===== config.mk =====
export PLATFORM = sky130hd
export DESIGN_NAME = dispatch_queue
export DESIGN_NICKNAME = d
export VERILOG_FILES = /design/src/rtl/dispatch_queue_pkg.sv /design/src/rtl/dispatch_queue_fu_fifo.sv /design/src/rtl/dispatch_queue.sv
export SDC_FILE = /design/constraint.sdc
export NUM_CORES = 1
export LEC_CHECK = 0
export BUFFER_PORTS_ARGS = -buffer_cell sky130_fd_sc_hd__buf_4
export CAP_MARGIN = 20
export CORE_UTILIZATION = 47
export DETAILED_ROUTE_END_ITERATION = 10
export HOLD_SLACK_MARGIN = 0.03
export PLACE_DENSITY_LB_ADDON = 0.05
export SLEW_MARGIN = 20
export SYNTH_ARGS = -nofsm -noshare
export SYNTH_HDL_FRONTEND = slang
export SYNTH_SLANG_ARGS = --single-unit

===== constraint.sdc =====
create_clock -name CLK -period 2.8 [get_ports CLK]
set_input_delay 0.56 -clock CLK [delete_from_list [all_inputs] [get_ports CLK]]
set_output_delay 0.56 -clock CLK [all_outputs]
set_load 0.02 [all_outputs]

===== src/rtl/dispatch_queue_pkg.sv =====
// Shared definitions for the tensor-core dispatch stage: FU identifiers,
// default geometry and the decoded-instruction record.
package dispatch_queue_pkg;

    localparam int NUM_FU   = 5;
    localparam int DEPTH    = 4;
    localparam int WORD_W   = 32;
    localparam int FU_IDX_W = 3;

    // Scalar and matrix units share one index space, so LD_ST is split by domain.
    typedef enum logic [FU_IDX_W-1:0] {
        SC_ALU    = 3'd0,
        SC_LDST   = 3'd1,
        SC_BRANCH = 3'd2,
        MX_LDST   = 3'd3,
        MX_GEMM   = 3'd4
    } fu_id_t;

    typedef struct packed {
        logic [FU_IDX_W-1:0] fu_index;
        logic [WORD_W-1:0]   instr;
    } dispatch_t;

endpackage


===== src/rtl/dispatch_queue_fu_fifo.sv =====
// Single-channel synchronous FIFO feeding one function unit; head entry is
// presented combinationally, and a flush clears pointers and count at the next edge.
module fu_fifo #(
    parameter int DEPTH  = 4,
    parameter int WORD_W = 32,
    parameter int CNT_W  = $clog2(DEPTH + 1)
) (
    input  logic              clk,
    input  logic              rst_n,
    input  logic              push,
    input  logic              pop,
    input  logic              flush,
    input  logic [WORD_W-1:0] din,
    output logic [WORD_W-1:0] dout,
    output logic              full,
    output logic              empty,
    output logic [CNT_W-1:0]  count
);

    localparam int PTR_W = $clog2(DEPTH);

    logic [WORD_W-1:0] r_mem [DEPTH];
    logic [PTR_W-1:0]  r_wr_ptr;
    logic [PTR_W-1:0]  r_rd_ptr;
    logic [CNT_W-1:0]  r_count;
    logic              w_push;
    logic              w_pop;

    assign full  = (r_count == CNT_W'(DEPTH));
    assign empty = (r_count == '0);
    assign count = r_count;
    assign dout  = r_mem[r_rd_ptr];

    // Guarding here keeps the counter bounded even if a caller misbehaves.
    assign w_push = push & ~full & ~flush;
    assign w_pop  = pop & ~empty & ~flush;

    always_ff @(posedge clk) begin
        if (w_push) begin
            r_mem[r_wr_ptr] <= din;
        end
    end

    always_ff @(posedge clk or negedge rst_n) begin
        if (!rst_n) begin
            r_wr_ptr <= '0;
            r_rd_ptr <= '0;
            r_count  <= '0;
        end else if (flush) begin
            r_wr_ptr <= '0;
            r_rd_ptr <= '0;
            r_count  <= '0;
        end else begin
            if (w_push) begin
                r_wr_ptr <= r_wr_ptr + PTR_W'(1);
            end
            if (w_pop) begin
                r_rd_ptr <= r_rd_ptr + PTR_W'(1);
            end
            case ({w_push, w_pop})
                2'b10:   r_count <= r_count + CNT_W'(1);
                2'b01:   r_count <= r_count - CNT_W'(1);
                default: r_count <= r_count;
            endcase
        end
    end

endmodule


===== src/rtl/dispatch_queue.sv =====
// Dispatch stage: steers one decoded instruction per cycle into a per-FU FIFO,
// drains each FIFO independently over valid/ready, and flags out-of-range FU indices.
module dispatch_queue
    import dispatch_queue_pkg::*;
#(
    parameter int NUM_FU   = dispatch_queue_pkg::NUM_FU,
    parameter int DEPTH    = dispatch_queue_pkg::DEPTH,
    parameter int WORD_W   = dispatch_queue_pkg::WORD_W,
    parameter int FU_IDX_W = dispatch_queue_pkg::FU_IDX_W,
    parameter int CNT_W    = $clog2(DEPTH + 1)
) (
    input  logic                      CLK,
    input  logic                      nRST,
    input  logic                      in_valid,
    output logic                      in_ready,
    input  logic [FU_IDX_W-1:0]       in_fu_index,
    input  logic [WORD_W-1:0]         in_instr,
    input  logic                      flush,
    output logic [NUM_FU-1:0]         out_valid,
    input  logic [NUM_FU-1:0]         out_ready,
    output logic [NUM_FU*WORD_W-1:0]  out_instr,
    output logic [NUM_FU*CNT_W-1:0]   occupancy,
    output logic                      busy,
    output logic                      illegal_fu
);

    localparam logic [FU_IDX_W:0] LP_NUM_FU = (FU_IDX_W + 1)'(NUM_FU);

    logic [NUM_FU-1:0] w_sel;
    logic [NUM_FU-1:0] w_full;
    logic [NUM_FU-1:0] w_empty;
    logic              w_legal;
    logic              w_sel_full;
    logic              w_accept;
    logic              r_illegal;

    assign w_legal    = ({1'b0, in_fu_index} < LP_NUM_FU);
    assign w_sel_full = |(w_sel & w_full);
    // No full-bypass: a full FIFO blocks its index even while it pops this cycle.
    assign in_ready   = ~flush & (~w_legal | ~w_sel_full);
    assign w_accept   = in_valid & in_ready;

    genvar gi;
    generate
        for (gi = 0; gi < NUM_FU; gi++) begin : g_fu
            assign w_sel[gi]     = (in_fu_index == FU_IDX_W'(gi));
            assign out_valid[gi] = ~w_empty[gi];

            fu_fifo #(
                .DEPTH  (DEPTH),
                .WORD_W (WORD_W),
                .CNT_W  (CNT_W)
            ) u_fifo (
                .clk   (CLK),
                .rst_n (nRST),
                .push  (w_accept & w_sel[gi]),
                .pop   (out_ready[gi]),
                .flush (flush),
                .din   (in_instr),
                .dout  (out_instr[gi*WORD_W +: WORD_W]),
                .full  (w_full[gi]),
                .empty (w_empty[gi]),
                .count (occupancy[gi*CNT_W +: CNT_W])
            );
        end
    endgenerate

    assign busy = |out_valid;

    always_ff @(posedge CLK or negedge nRST) begin
        if (!nRST) begin
            r_illegal <= 1'b0;
        end else begin
            r_illegal <= w_accept & ~w_legal;
        end
    end

    assign illegal_fu = r_illegal;

endmodule

==> impl_metrics.tcl <==
set metrics [dict create \
    slowest_stage "mux4_2" \
    layout_setup_ws_ns 0.117 \
    async_flop_share_pct 5.33 \
    numPortBuffers 226 \
    wl_met3_um 2640 \
    syn_nets 1178 \
    combPwrFrac_pct 16.9 \
    synthMuxAreaShare_pct 15.0 \
    status "finished clean" \
    synth_ff_type "edfxtp_1" \
    worst_pin_slew_ns 0.676 \
    yosysTopAreaCell "edfxtp_1" \
    critical_path_required_ns 2.24 \
    tritoncts "done" \
    cts_made_buffers 70 \
    num_rows 85 \
    coreArea_um2 53800 \
    rsz0062_at_grt "no" \
    cts.path.max_buffers 3 \
    n_antenna_cell 0 \
    yosysSeqAreaShare_pct 78.6 \
    crit_type "reg2out" \
    drc 0 \
    fin_crit_ns 2.68 \
    internal-power_mw 17.9 \
    grt_first_pass_wirelength_um 85900 \
    hp-start "in_instr[28]" \
    synth_xor_xnor_area_share_pct 0.513 \
    crit_arrival_ns 2.12 \
    switchingPower_mw 6.03 \
    route.met2.wl_um 29000 \
    synthTopCellsByCount "edfxtp_1 (640), mux4_2 (160), dfrtp_1 (36), nor2_1 (35), clkbuf_1 (34)" \
    fillers 4076 \
    initial_core_util_pct 47.6 \
    root_buffer "clkbuf_16" \
    synthSimpleGateAreaFrac_pct 2.53 \
    stdcell_area_um2 30800 \
    endpoint_kind "primary output" \
    drt-met1-wl_um 25400 \
    grt_max_degree 37 \
    cts.clk_slew.worst_paths_ns 0.06 \
    cp_max_fo 32 \
    hold_class "in2reg" \
    r2r_start "g_fu[2].u_fifo.count[2]$_DFFE_PN0P_" \
    totalWireLength_um 58000 \
    synth-compound-area-share_pct 0.963 \
    synth_cells 1109 \
    ir_worst_vdd_uv 556 \
    first_global_vias 12512 \
    worstSetupStartpointType "flip-flop" \
    swShare_pct 25.2 \
    gp_congestion 0.763 \
    drive_gt1_share_pct 39.1 \
    die_w_um 235 \
    relSlewSlack_pct 54.5 \
    synth_top_cell_area_share_pct 75.1 \
    dr.max_layer_used "met4" \
    timing.fmax_ghz 0.373 \
    synth_edf_count 640 \
    hpwlAfterDp_um 36100 \
    overflow 0 \
    worstSkewPairLatency_ns 0.60 \
    skew_ns 0.0180 \
    dieArea_um2 55400 \
    yosys-top-cells-area "edfxtp_1 (75%), mux4_2 (14%), dfrtp_1 (3.5%)" \
    vias 12109 \
    die_h_um 235 \
    avgSynthCellArea_um2 23.1 \
    syn_to_final_growth_pct 20.4 \
    viasPerCell 5.60 \
    synth_top_family_by_area "multiplexers" \
    htree_levels 3 \
    cts_sinks 676 \
    avgRoutedWirePerCell_um 26.8 \
    ff2ff_setup_slack_ns 0.42 \
    dpl_worst_slack_ns 0.159 \
    p_leak_nw 10.3 \
    synth.most_common_cell "edfxtp_1" \
    synthAdderAreaFrac_pct 1.37 \
    tns_ns 0 \
    drt_iter0_drc 885 \
    fin_crit_sh_pct 95.8 \
    ant_nets 0 \
    slew_viol_final 0 \
    pwr_density_cell_nw_per_um2 775 \
    ios 227 \
    p_clk_share_pct 35.6 \
    antenna_found_initial 0 \
    nNetsFinal 1487 \
    dr.pass1.iters 4 \
    max_stage_delay_ns 0.62 \
    synth-seq-cells 676 \
    syn_area_um2 25600 \
    grtUsageTotal_pct 21.7 \
    ys_warn_count 0 \
    cts_setup_buffers 0 \
    hold_violations 0 \
    pwr-share-seq_pct 47.5 \
    place_area_um2 28800 \
    yosysUniqueCellTypes 46 \
    finalSetupViolations 0 \
    crit_chain "buf_12 -> mux4_2 -> buf_4" \
    cp-startpoint "g_fu[2].u_fifo.r_rd_ptr[0]$_DFFE_PN0P_" \
    maxCapViolations 0 \
]
-- worst max-delay path: cells and delay by family, from the launching register on --
| kind | cells | cell delay (ns) |
|---|---|---|
| flops | 1 | 0.41 |
| mux | 1 | 0.62 |
| buf+inv | 2 | 0.48 |
-- per-stage QoR --
stage,util (%),hold slack (ns),power (mW),std cells
after floorplan,-,0.264,13.9,1109
final,57.3,0.304,23.9,2164
after detailed placement,53.4,0.576,15.7,2041
after global routing,57.3,0.312,24.8,2164
after global placement,53.4,0.574,15.7,2041
after CTS,57.3,0.275,24.2,2164
-- cell usage in the layout, fill, tap and decap left out, types with 2 or more instances in the layout --
master	netlist	routed
edfxtp_1	640	640
buf_4	1	263
mux4_2	160	160
clkbuf_16	0	72
nor2_1	35	35
clkbuf_1	34	26
dfrtp_1	36	26
buf_12	0	25
and2_2	0	20
ha_1	20	20
xor2_1	14	14
clkinv_1	0	14
inv_1	12	12
nand2b_1	10	10
dfrtp_2	0	10
nor2b_1	9	9
o31ai_1	8	8
nand2_1	8	8
mux2_1	8	8
mux2i_1	8	8
nor3_1	7	7
nand3_1	6	6
or3_1	5	5
a31oi_1	5	5
mux2_2	5	5
fa_1	5	5
and2_1	24	4
clkinv_2	0	4
a21oi_1	3	3
nor3b_1	2	2
nand3b_1	2	2
a211oi_2	2	2
nor4b_1	2	2
o221a_2	2	2
a21boi_0	2	2
o21ai_0	2	2
-- cells by family after synthesis --
logic type / after synthesis
buffers and inverters: 65
and+or+nand+nor: 117
AOI/OAI and AO/OA: 30
muxes: 181
DFF: 676
xor gates and xnor gates: 15
adders and majority gates: 25
-- registers in the layout, indices dropped and copies added (netlist names) --
signal	cells
g_fu.u_fifo.r_rd_ptr	10
g_fu.u_fifo.count	15
illegal_fu	1
g_fu.u_fifo.r_wr_ptr	10
g_fu.u_fifo.r_mem	640
-- area by class of cell --
| class | instances | area (um^2) | share of cell area (%) |
|---|---|---|---|
| inverter | 12 | 45.0 | 0.146 |
| multi-input combinational | 368 | 5230 | 17.0 |
| clock buffer | 98 | 1900 | 6.16 |
| tap | 696 | 871 | 2.82 |
| sequential | 676 | 20100 | 65.3 |
| clock inverter | 24 | 164 | 0.532 |
| timing repair buffer | 290 | 2500 | 8.09 |
-- per-layer routing --
metal / global-route usage (%) / vias to the layer above
met3: 3.52 / 77
met4: 5.98 / 0
met5: 0 / -
met1: 31.0 / 6495
met2: 34.8 / 309
li1: - / 5228
-- final timing paths --
check	endpoint	cells past startpoint
worst min register to register	g_fu[1].u_fifo.r_wr_ptr[0]$_DFFE_PN0P_	1
max in group asynchronous	g_fu[0].u_fifo.r_rd_ptr[0]$_DFFE_PN0P_	2
worst max-delay path	out_instr[90]	3
worst max register to register	g_fu[2].u_fifo.count[2]$_DFFE_PN0P_	6
worst min-delay path	g_fu[3].u_fifo.r_mem[2][28]$_DFFE_PP_	1
min in group asynchronous	g_fu[3].u_fifo.r_rd_ptr[1]$_DFFE_PN0P_	2
-- timing repair --
item,CTS,global route
hold buffers,1,0
resized for setup,1,0
hold endpoints to repair,36,0
endpoints found under the setup margin,1,0
-- power groups by stage --
stage | registers [mW] | clock network (mW) | logic, mW
2_1_floorplan | 11.6 | 0 | 2.36
3_5_place_dp | 11.6 | 0 | 4.14
4_1_cts | 11.3 | 8.74 | 4.15
6_report | 11.3 | 8.51 | 4.03
3_3_place_gp | 11.5 | 0 | 4.13
5_1_grt | 11.4 | 9.10 | 4.31
Note: power is estimated with default switching activity, not from simulation.
